--- config.mk ---
export PLATFORM = sky130hd
export DESIGN_NAME = change_dispenser_flat
export DESIGN_NICKNAME = d
export VERILOG_FILES = /design/src/rtl/change_dispenser_if.sv /design/src/rtl/change_dispenser.sv /design/src/flat_wrapper.sv
export SDC_FILE = /design/constraint.sdc
export NUM_CORES = 1
export LEC_CHECK = 0
export BUFFER_PORTS_ARGS = -buffer_cell sky130_fd_sc_hd__buf_2
export CAP_MARGIN = 20
export CORE_MARGIN = 4
export CORE_UTILIZATION = 52
export CTS_BUF_LIST = sky130_fd_sc_hd__clkbuf_8 sky130_fd_sc_hd__clkbuf_16
export DETAILED_ROUTE_END_ITERATION = 6
export HOLD_SLACK_MARGIN = 0.12
export PLACE_DENSITY = 0.75
export SLEW_MARGIN = 15
export SYNTH_ARGS = -nofsm -noshare
export SYNTH_HDL_FRONTEND = slang
export SYNTH_SLANG_ARGS = --single-unit
export TNS_END_PERCENT = 1
--- constraint.sdc ---
create_clock -name clk -period 3.7 [get_ports clk]
set_input_delay 0.37 -clock clk [delete_from_list [all_inputs] [get_ports clk]]
set_output_delay 0.37 -clock clk [all_outputs]
set_load 0.02 [all_outputs]
--- src/rtl/change_dispenser_if.sv ---
// change_dispenser_if: vend request, refill and coin-eject signals between the vending FSM and the dispenser
interface change_dispenser_if;
  logic       vend;
  logic [2:0] change_in;
  logic       refill_1;
  logic       refill_2;
  logic       eject_1;
  logic       eject_2;
  logic       busy;
  logic       done;
  logic [2:0] shortfall;
  logic       short;
  logic [3:0] tube1_cnt;
  logic [3:0] tube2_cnt;
  logic       overrun;
  modport master (
    output vend, change_in, refill_1, refill_2,
    input  eject_1, eject_2, busy, done, shortfall, short, tube1_cnt, tube2_cnt, overrun
  );
  modport slave (
    input  vend, change_in, refill_1, refill_2,
    output eject_1, eject_2, busy, done, shortfall, short, tube1_cnt, tube2_cnt, overrun
  );
endinterface

--- src/rtl/change_dispenser.sv ---
// change_dispenser: pays change as 2-unit-first coin-eject pulses from two stock-tracked tubes
module change_dispenser #(
  parameter int PULSE_CYCLES = 4,
  parameter int GAP_CYCLES   = 2,
  parameter int TUBE_INIT    = 8
) (
  input logic clk,
  input logic rst,
  change_dispenser_if.slave bus
);
  typedef enum logic [2:0] {IDLE, SELECT, PULSE, GAP, DONE} state_t;
  localparam int CW = $clog2((PULSE_CYCLES > GAP_CYCLES ? PULSE_CYCLES : GAP_CYCLES) + 1);
  localparam logic [CW-1:0] P_LAST = CW'(PULSE_CYCLES - 1);
  localparam logic [CW-1:0] G_LAST = CW'(GAP_CYCLES - 1);
  localparam logic [3:0] T_INIT = 4'(TUBE_INIT);
  state_t state_q, state_d;
  logic [2:0] rem_q, rem_d, shortfall_q, shortfall_d;
  logic [CW-1:0] cnt_q, cnt_d;
  logic [3:0] tube1_q, tube1_d, tube2_q, tube2_d;
  logic coin2_q, coin2_d, vend_q, overrun_q, overrun_d, req, dec1, dec2;
  assign req = bus.vend & ~vend_q;
  always_comb begin
    state_d = state_q;
    rem_d = rem_q;
    coin2_d = coin2_q;
    cnt_d = cnt_q;
    shortfall_d = shortfall_q;
    dec1 = 1'b0;
    dec2 = 1'b0;
    case (state_q)
      IDLE: if (req) begin
        rem_d = bus.change_in;
        state_d = bus.change_in != 3'd0 ? SELECT : DONE;
      end
      SELECT: begin
        cnt_d = '0;
        if (rem_q >= 3'd2 && tube2_q != 4'd0) begin
          rem_d = rem_q - 3'd2;
          dec2 = 1'b1;
          coin2_d = 1'b1;
          state_d = PULSE;
        end else if (rem_q != 3'd0 && tube1_q != 4'd0) begin
          rem_d = rem_q - 3'd1;
          dec1 = 1'b1;
          coin2_d = 1'b0;
          state_d = PULSE;
        end else state_d = DONE;
      end
      PULSE: begin
        cnt_d = cnt_q == P_LAST ? '0 : cnt_q + 1'b1;
        state_d = cnt_q == P_LAST ? GAP : PULSE;
      end
      GAP: begin
        cnt_d = cnt_q == G_LAST ? '0 : cnt_q + 1'b1;
        state_d = cnt_q == G_LAST ? SELECT : GAP;
      end
      DONE: state_d = IDLE;
      default: state_d = IDLE;
    endcase
    // shortfall is captured on entry so it is already visible during the done cycle
    if (state_d == DONE) shortfall_d = rem_d;
  end
  always_comb begin
    tube1_d = (dec1 == bus.refill_1) ? tube1_q : dec1 ? tube1_q - 4'd1 : (tube1_q == 4'd15 ? tube1_q : tube1_q + 4'd1);
    tube2_d = (dec2 == bus.refill_2) ? tube2_q : dec2 ? tube2_q - 4'd1 : (tube2_q == 4'd15 ? tube2_q : tube2_q + 4'd1);
    overrun_d = overrun_q | (req & (state_q != IDLE));
  end
  always_ff @(posedge clk) begin
    if (rst) begin
      state_q <= IDLE;
      rem_q <= '0;
      shortfall_q <= '0;
      cnt_q <= '0;
      coin2_q <= 1'b0;
      tube1_q <= T_INIT;
      tube2_q <= T_INIT;
      vend_q <= 1'b0;
      overrun_q <= 1'b0;
    end else begin
      state_q <= state_d;
      rem_q <= rem_d;
      shortfall_q <= shortfall_d;
      cnt_q <= cnt_d;
      coin2_q <= coin2_d;
      tube1_q <= tube1_d;
      tube2_q <= tube2_d;
      vend_q <= bus.vend;
      overrun_q <= overrun_d;
    end
  end
  assign bus.eject_1 = (state_q == PULSE) & ~coin2_q;
  assign bus.eject_2 = (state_q == PULSE) & coin2_q;
  assign bus.busy = state_q != IDLE;
  assign bus.done = state_q == DONE;
  assign bus.shortfall = shortfall_q;
  assign bus.short = |shortfall_q;
  assign bus.tube1_cnt = tube1_q;
  assign bus.tube2_cnt = tube2_q;
  assign bus.overrun = overrun_q;
endmodule

--- src/flat_wrapper.sv ---
// flat-port wrapper written by rule: the top's interface ports become plain ports
module change_dispenser_flat 
#(
  parameter int PULSE_CYCLES = 4,
  parameter int GAP_CYCLES   = 2,
  parameter int TUBE_INIT    = 8
)
  (clk, rst, bus_vend, bus_change_in, bus_refill_1, bus_refill_2, bus_eject_1, bus_eject_2, bus_busy, bus_done, bus_shortfall, bus_short, bus_tube1_cnt, bus_tube2_cnt, bus_overrun);
  change_dispenser_if bus_i ();
  input logic clk;
  input logic rst;
  input wire logic [$bits(bus_i.vend)-1:0] bus_vend;
  input wire logic [$bits(bus_i.change_in)-1:0] bus_change_in;
  input wire logic [$bits(bus_i.refill_1)-1:0] bus_refill_1;
  input wire logic [$bits(bus_i.refill_2)-1:0] bus_refill_2;
  output wire logic [$bits(bus_i.eject_1)-1:0] bus_eject_1;
  output wire logic [$bits(bus_i.eject_2)-1:0] bus_eject_2;
  output wire logic [$bits(bus_i.busy)-1:0] bus_busy;
  output wire logic [$bits(bus_i.done)-1:0] bus_done;
  output wire logic [$bits(bus_i.shortfall)-1:0] bus_shortfall;
  output wire logic [$bits(bus_i.short)-1:0] bus_short;
  output wire logic [$bits(bus_i.tube1_cnt)-1:0] bus_tube1_cnt;
  output wire logic [$bits(bus_i.tube2_cnt)-1:0] bus_tube2_cnt;
  output wire logic [$bits(bus_i.overrun)-1:0] bus_overrun;
  assign bus_i.vend = bus_vend;
  assign bus_i.change_in = bus_change_in;
  assign bus_i.refill_1 = bus_refill_1;
  assign bus_i.refill_2 = bus_refill_2;
  assign bus_eject_1 = bus_i.eject_1;
  assign bus_eject_2 = bus_i.eject_2;
  assign bus_busy = bus_i.busy;
  assign bus_done = bus_i.done;
  assign bus_shortfall = bus_i.shortfall;
  assign bus_short = bus_i.short;
  assign bus_tube1_cnt = bus_i.tube1_cnt;
  assign bus_tube2_cnt = bus_i.tube2_cnt;
  assign bus_overrun = bus_i.overrun;
  change_dispenser #(.PULSE_CYCLES(PULSE_CYCLES), .GAP_CYCLES(GAP_CYCLES), .TUBE_INIT(TUBE_INIT)) u_core (.clk(clk), .rst(rst), .bus(bus_i));
endmodule
==> run metrics <==
critical path peak fanout 7; Sum Neg Setup Slack 0 ps; setup repair after global routing missed its margin false; synthesis warning total 0; number of endpoints failing setup at the final stage 0; routed length per instance 13.7 um; clk sink count 23; Core Util, Final 60.3%; # Post-CTS Setup Buffers 0; Post-CTS Resized 0; Crit Path Class reg2reg; H-tree depth 1; antenna diode instance count 0; Hold Path Class in2reg; power per standard cell area 403 nW/um^2; TritonCTS clock tree built; dominant cells by area after synthesis sky130_fd_sc_hd__dfxtp_1 (31%), sky130_fd_sc_hd__ha_1 (8.3%), sky130_fd_sc_hd__nor2_1 (5.2%), sky130_fd_sc_hd__nor2b_1 (2.5%), sky130_fd_sc_hd__a21oi_1 (2.3%); standard-cell row count 19; async set-or-reset flop fraction in the synthesized netlist 0%; DRT Pass-1 Iters 4; vias 1254; I/O pin total 25; Final nets 208; fraction of the cycle the final worst path needs 63.2%; CTS Buf Count 3; Die Area 3810 um^2; Core Footprint 2760 um^2; antenna violations before repair 0; cell count after synthesis 168; I/O Buffers 24; layout overhead on the synthesized area 10.6%; largest net degree at the start of global routing 29; total count of hold-check failures in the final report 0; Final Instance Area 1660 um^2; outcome finished, final reports clean; placed cell areas 1620 um^2; Overall Global Routing Usage 17.8%; Root Buffer Master sky130_fd_sc_hd__clkbuf_8; Mapped Avg Cell Area 8.94 um^2; global-route wire length before repair 5190 um; fraction of final layout cells sized beyond drive strength 1 24.9%; distinct cell type count after synthesis 59; horizontal die dimension 61.8 um; routability congestion estimate 0.844; Yosys top cell area share 30.6%; antenna-violating nets left 0; portion of the post-synthesis area used by sequential elements 30.6%; Peak VDD IR 0.000270 V; CP Data Required Time 3860 ps; initial cell density of the core 54.5%; Top cell by count, worst path sky130_fd_sc_hd__ha_1; critical path's slowest cell sky130_fd_sc_hd__dfxtp_1; Critical Path Sink Type register; signal arrival time at the worst endpoint 2500 ps; synthesized netlist net count 186; Die H 61.8 um; mean number of vias per cell 5.70; count of fill cells added during filler insertion 247; Max-Cap Viols 0; Syn Std Cell Area 1500 um^2; LEAKAGE 0.709 nW; vias in the first global route 1177; # DRC 0; slew at the pin closest to its max-slew limit 497 ps; Rel. slew slack 66.8%; upper clock frequency limit 427 MHz; EDFF count, synth 0; largest area contributor in the netlist sky130_fd_sc_hd__dfxtp_1; clock network latency to the later pin of the worst-skew pair 260 ps; Final HPWL DP 2240 um; pins over their slew limit 0; clock skew after layout 0.808 ps; Most used DFF post-synth sky130_fd_sc_hd__dfxtp_1; total global routing overflow 0; CP peak stage delay 430 ps; min Tclk post-route 2340 ps; maximum buffer depth of the clock tree 2; cells along the critical path inv_1 > ha_1 > o21ai_2 > nor2_4 > xor2_1 > ha_1 > and3_1 > mux2i_1 > mux2_1; wire length reported by the detailed router 3020 um; startpoint type of the worst setup path register; #FFs+latches synth 23; count of routing violations after the opening detailed-route iteration 45; clock slew at reported path FFs 80 ps; hold buffer count at CTS 0
[cells in the mapped netlist, types with 2 or more instances]
cell type and instances:
sky130_fd_sc_hd__nor3_1 5, sky130_fd_sc_hd__nor2_4 2, sky130_fd_sc_hd__o41ai_1 2, sky130_fd_sc_hd__a21o_1 2, sky130_fd_sc_hd__and3_1 3, sky130_fd_sc_hd__a22oi_1 2, sky130_fd_sc_hd__ha_1 10, sky130_fd_sc_hd__or3_4 3
sky130_fd_sc_hd__dfxtp_1 23, sky130_fd_sc_hd__a211oi_1 2, sky130_fd_sc_hd__nor2b_1 6, sky130_fd_sc_hd__a21oi_1 7, sky130_fd_sc_hd__or3_1 2, sky130_fd_sc_hd__nand2_1 7, sky130_fd_sc_hd__o21ai_0 4, sky130_fd_sc_hd__xnor2_1 2
sky130_fd_sc_hd__nand4_1 2, sky130_fd_sc_hd__nor2_1 21, sky130_fd_sc_hd__o31ai_1 3, sky130_fd_sc_hd__xor2_1 2, sky130_fd_sc_hd__mux2i_1 3, sky130_fd_sc_hd__o21bai_1 2, sky130_fd_sc_hd__clkbuf_1 4, sky130_fd_sc_hd__nand2b_1 4
sky130_fd_sc_hd__nand3_1 3, sky130_fd_sc_hd__or2b_2 2, sky130_fd_sc_hd__inv_1 7, sky130_fd_sc_hd__mux2_4 2
[logic make-up (layout without fill, tap and decap cells)]
family / after synthesis / after routing / share of synthesized area [%]
multiplexers: 6 / 6 / 4.75
AO/OA/AOI/OAI: 37 / 37 / 18.5
adder cells (fa/ha/maj): 10 / 10 / 8.33
XOR/XNOR: 4 / 4 / 2.33
AND/OR/NAND/NOR: 74 / 74 / 30.7
buffers and inverters: 14 / 35 / 4.75
flip-flops: 23 / 23 / 30.6
[path summary, 6_finish.rpt]
path	startpoint	to	slack (ps)	depth (start not counted)
max	u_core.rem_q[1]	u_core.bus.tube1_cnt[2]	1360	9
min	bus_vend	u_core.vend_q	340	2
max reg2reg	u_core.rem_q[1]	u_core.bus.tube1_cnt[2]	1360	9
min reg2reg	u_core.bus.overrun	u_core.bus.overrun	470	2
[metrics by stage]
stage          hold slack, ps  instances  worst slack (ps)  total power, mW
2_1_floorplan             466        168              1540            0.472
3_3_place_gp              446        216              1470            0.512
3_5_place_dp              453        216              1350            0.519
4_1_cts                   346        220              1330            0.673
5_1_grt                   368        220              1180            0.716
6_report                  341        220              1360            0.670
[worst max-delay path: cells and delay by family (launching register included)]
| kind | cells | cell delay [ps] |
|---|---|---|
| multiplexers | 2 | 470 |
| XOR/XNOR | 1 | 160 |
| AO/OA/AOI/OAI | 1 | 320 |
| adder cells (fa/ha/maj) | 2 | 490 |
| flip-flops | 1 | 430 |
| AND/OR/NAND/NOR | 2 | 250 |
| buffers and inverters | 1 | 120 |
[final cells by class]
| type | count | area (um^2) | area share, % |
|---|---|---|---|
| multi-input combinational | 131 | 971 | 58.4 |
| sequential | 23 | 460 | 27.7 |
| timing repair buffer | 24 | 120 | 7.23 |
| clock buffer | 3 | 41.3 | 2.48 |
| tap | 31 | 38.8 | 2.33 |
| inverter | 7 | 26.3 | 1.58 |
| clock inverter | 1 | 3.75 | 0.226 |
[sequential cells by signal (all words and copies together) (netlist names)]
name and count:
u_core.bus.overrun 1, u_core.bus.shortfall 3, u_core.rem_q 3, u_core.cnt_q 3, u_core.bus.tube1_cnt 4, u_core.state_q 3, u_core.bus.tube2_cnt 4, u_core.vend_q 1
u_core.coin2_q 1
[cells in the final DEF, fill, tap and decap left out, types with 3 or more instances in the layout]
master and n:
sky130_fd_sc_hd__nor3_1 5, sky130_fd_sc_hd__buf_2 24, sky130_fd_sc_hd__nand2b_1 4, sky130_fd_sc_hd__inv_1 8, sky130_fd_sc_hd__clkbuf_8 3, sky130_fd_sc_hd__nand3_1 3, sky130_fd_sc_hd__and3_1 3, sky130_fd_sc_hd__nor2_1 21
sky130_fd_sc_hd__nor2b_1 6, sky130_fd_sc_hd__dfxtp_1 23, sky130_fd_sc_hd__or3_4 3, sky130_fd_sc_hd__o21ai_0 4, sky130_fd_sc_hd__ha_1 10, sky130_fd_sc_hd__mux2i_1 3, sky130_fd_sc_hd__nand2_1 7, sky130_fd_sc_hd__o31ai_1 3
sky130_fd_sc_hd__a21oi_1 7
[routing by layer]
layer	vias to the layer above	track usage [%]	share of wire, %
li1	645	-	-
met1	583	22.9	47
met2	21	30.2	48
met3	5	2.89	3.4
met4	0	6.36	1.4
met5	-	0	0
[report_power, final]
part	leakage [nW]	internal, mW	switching (mW)
Sequential	0.188	0.269	0.0366
Combinational	0.494	0.0925	0.115
Clock	0.0269	0.0742	0.0826
Total	0.709	0.435	0.234
(Power assumes the default switching activity.)
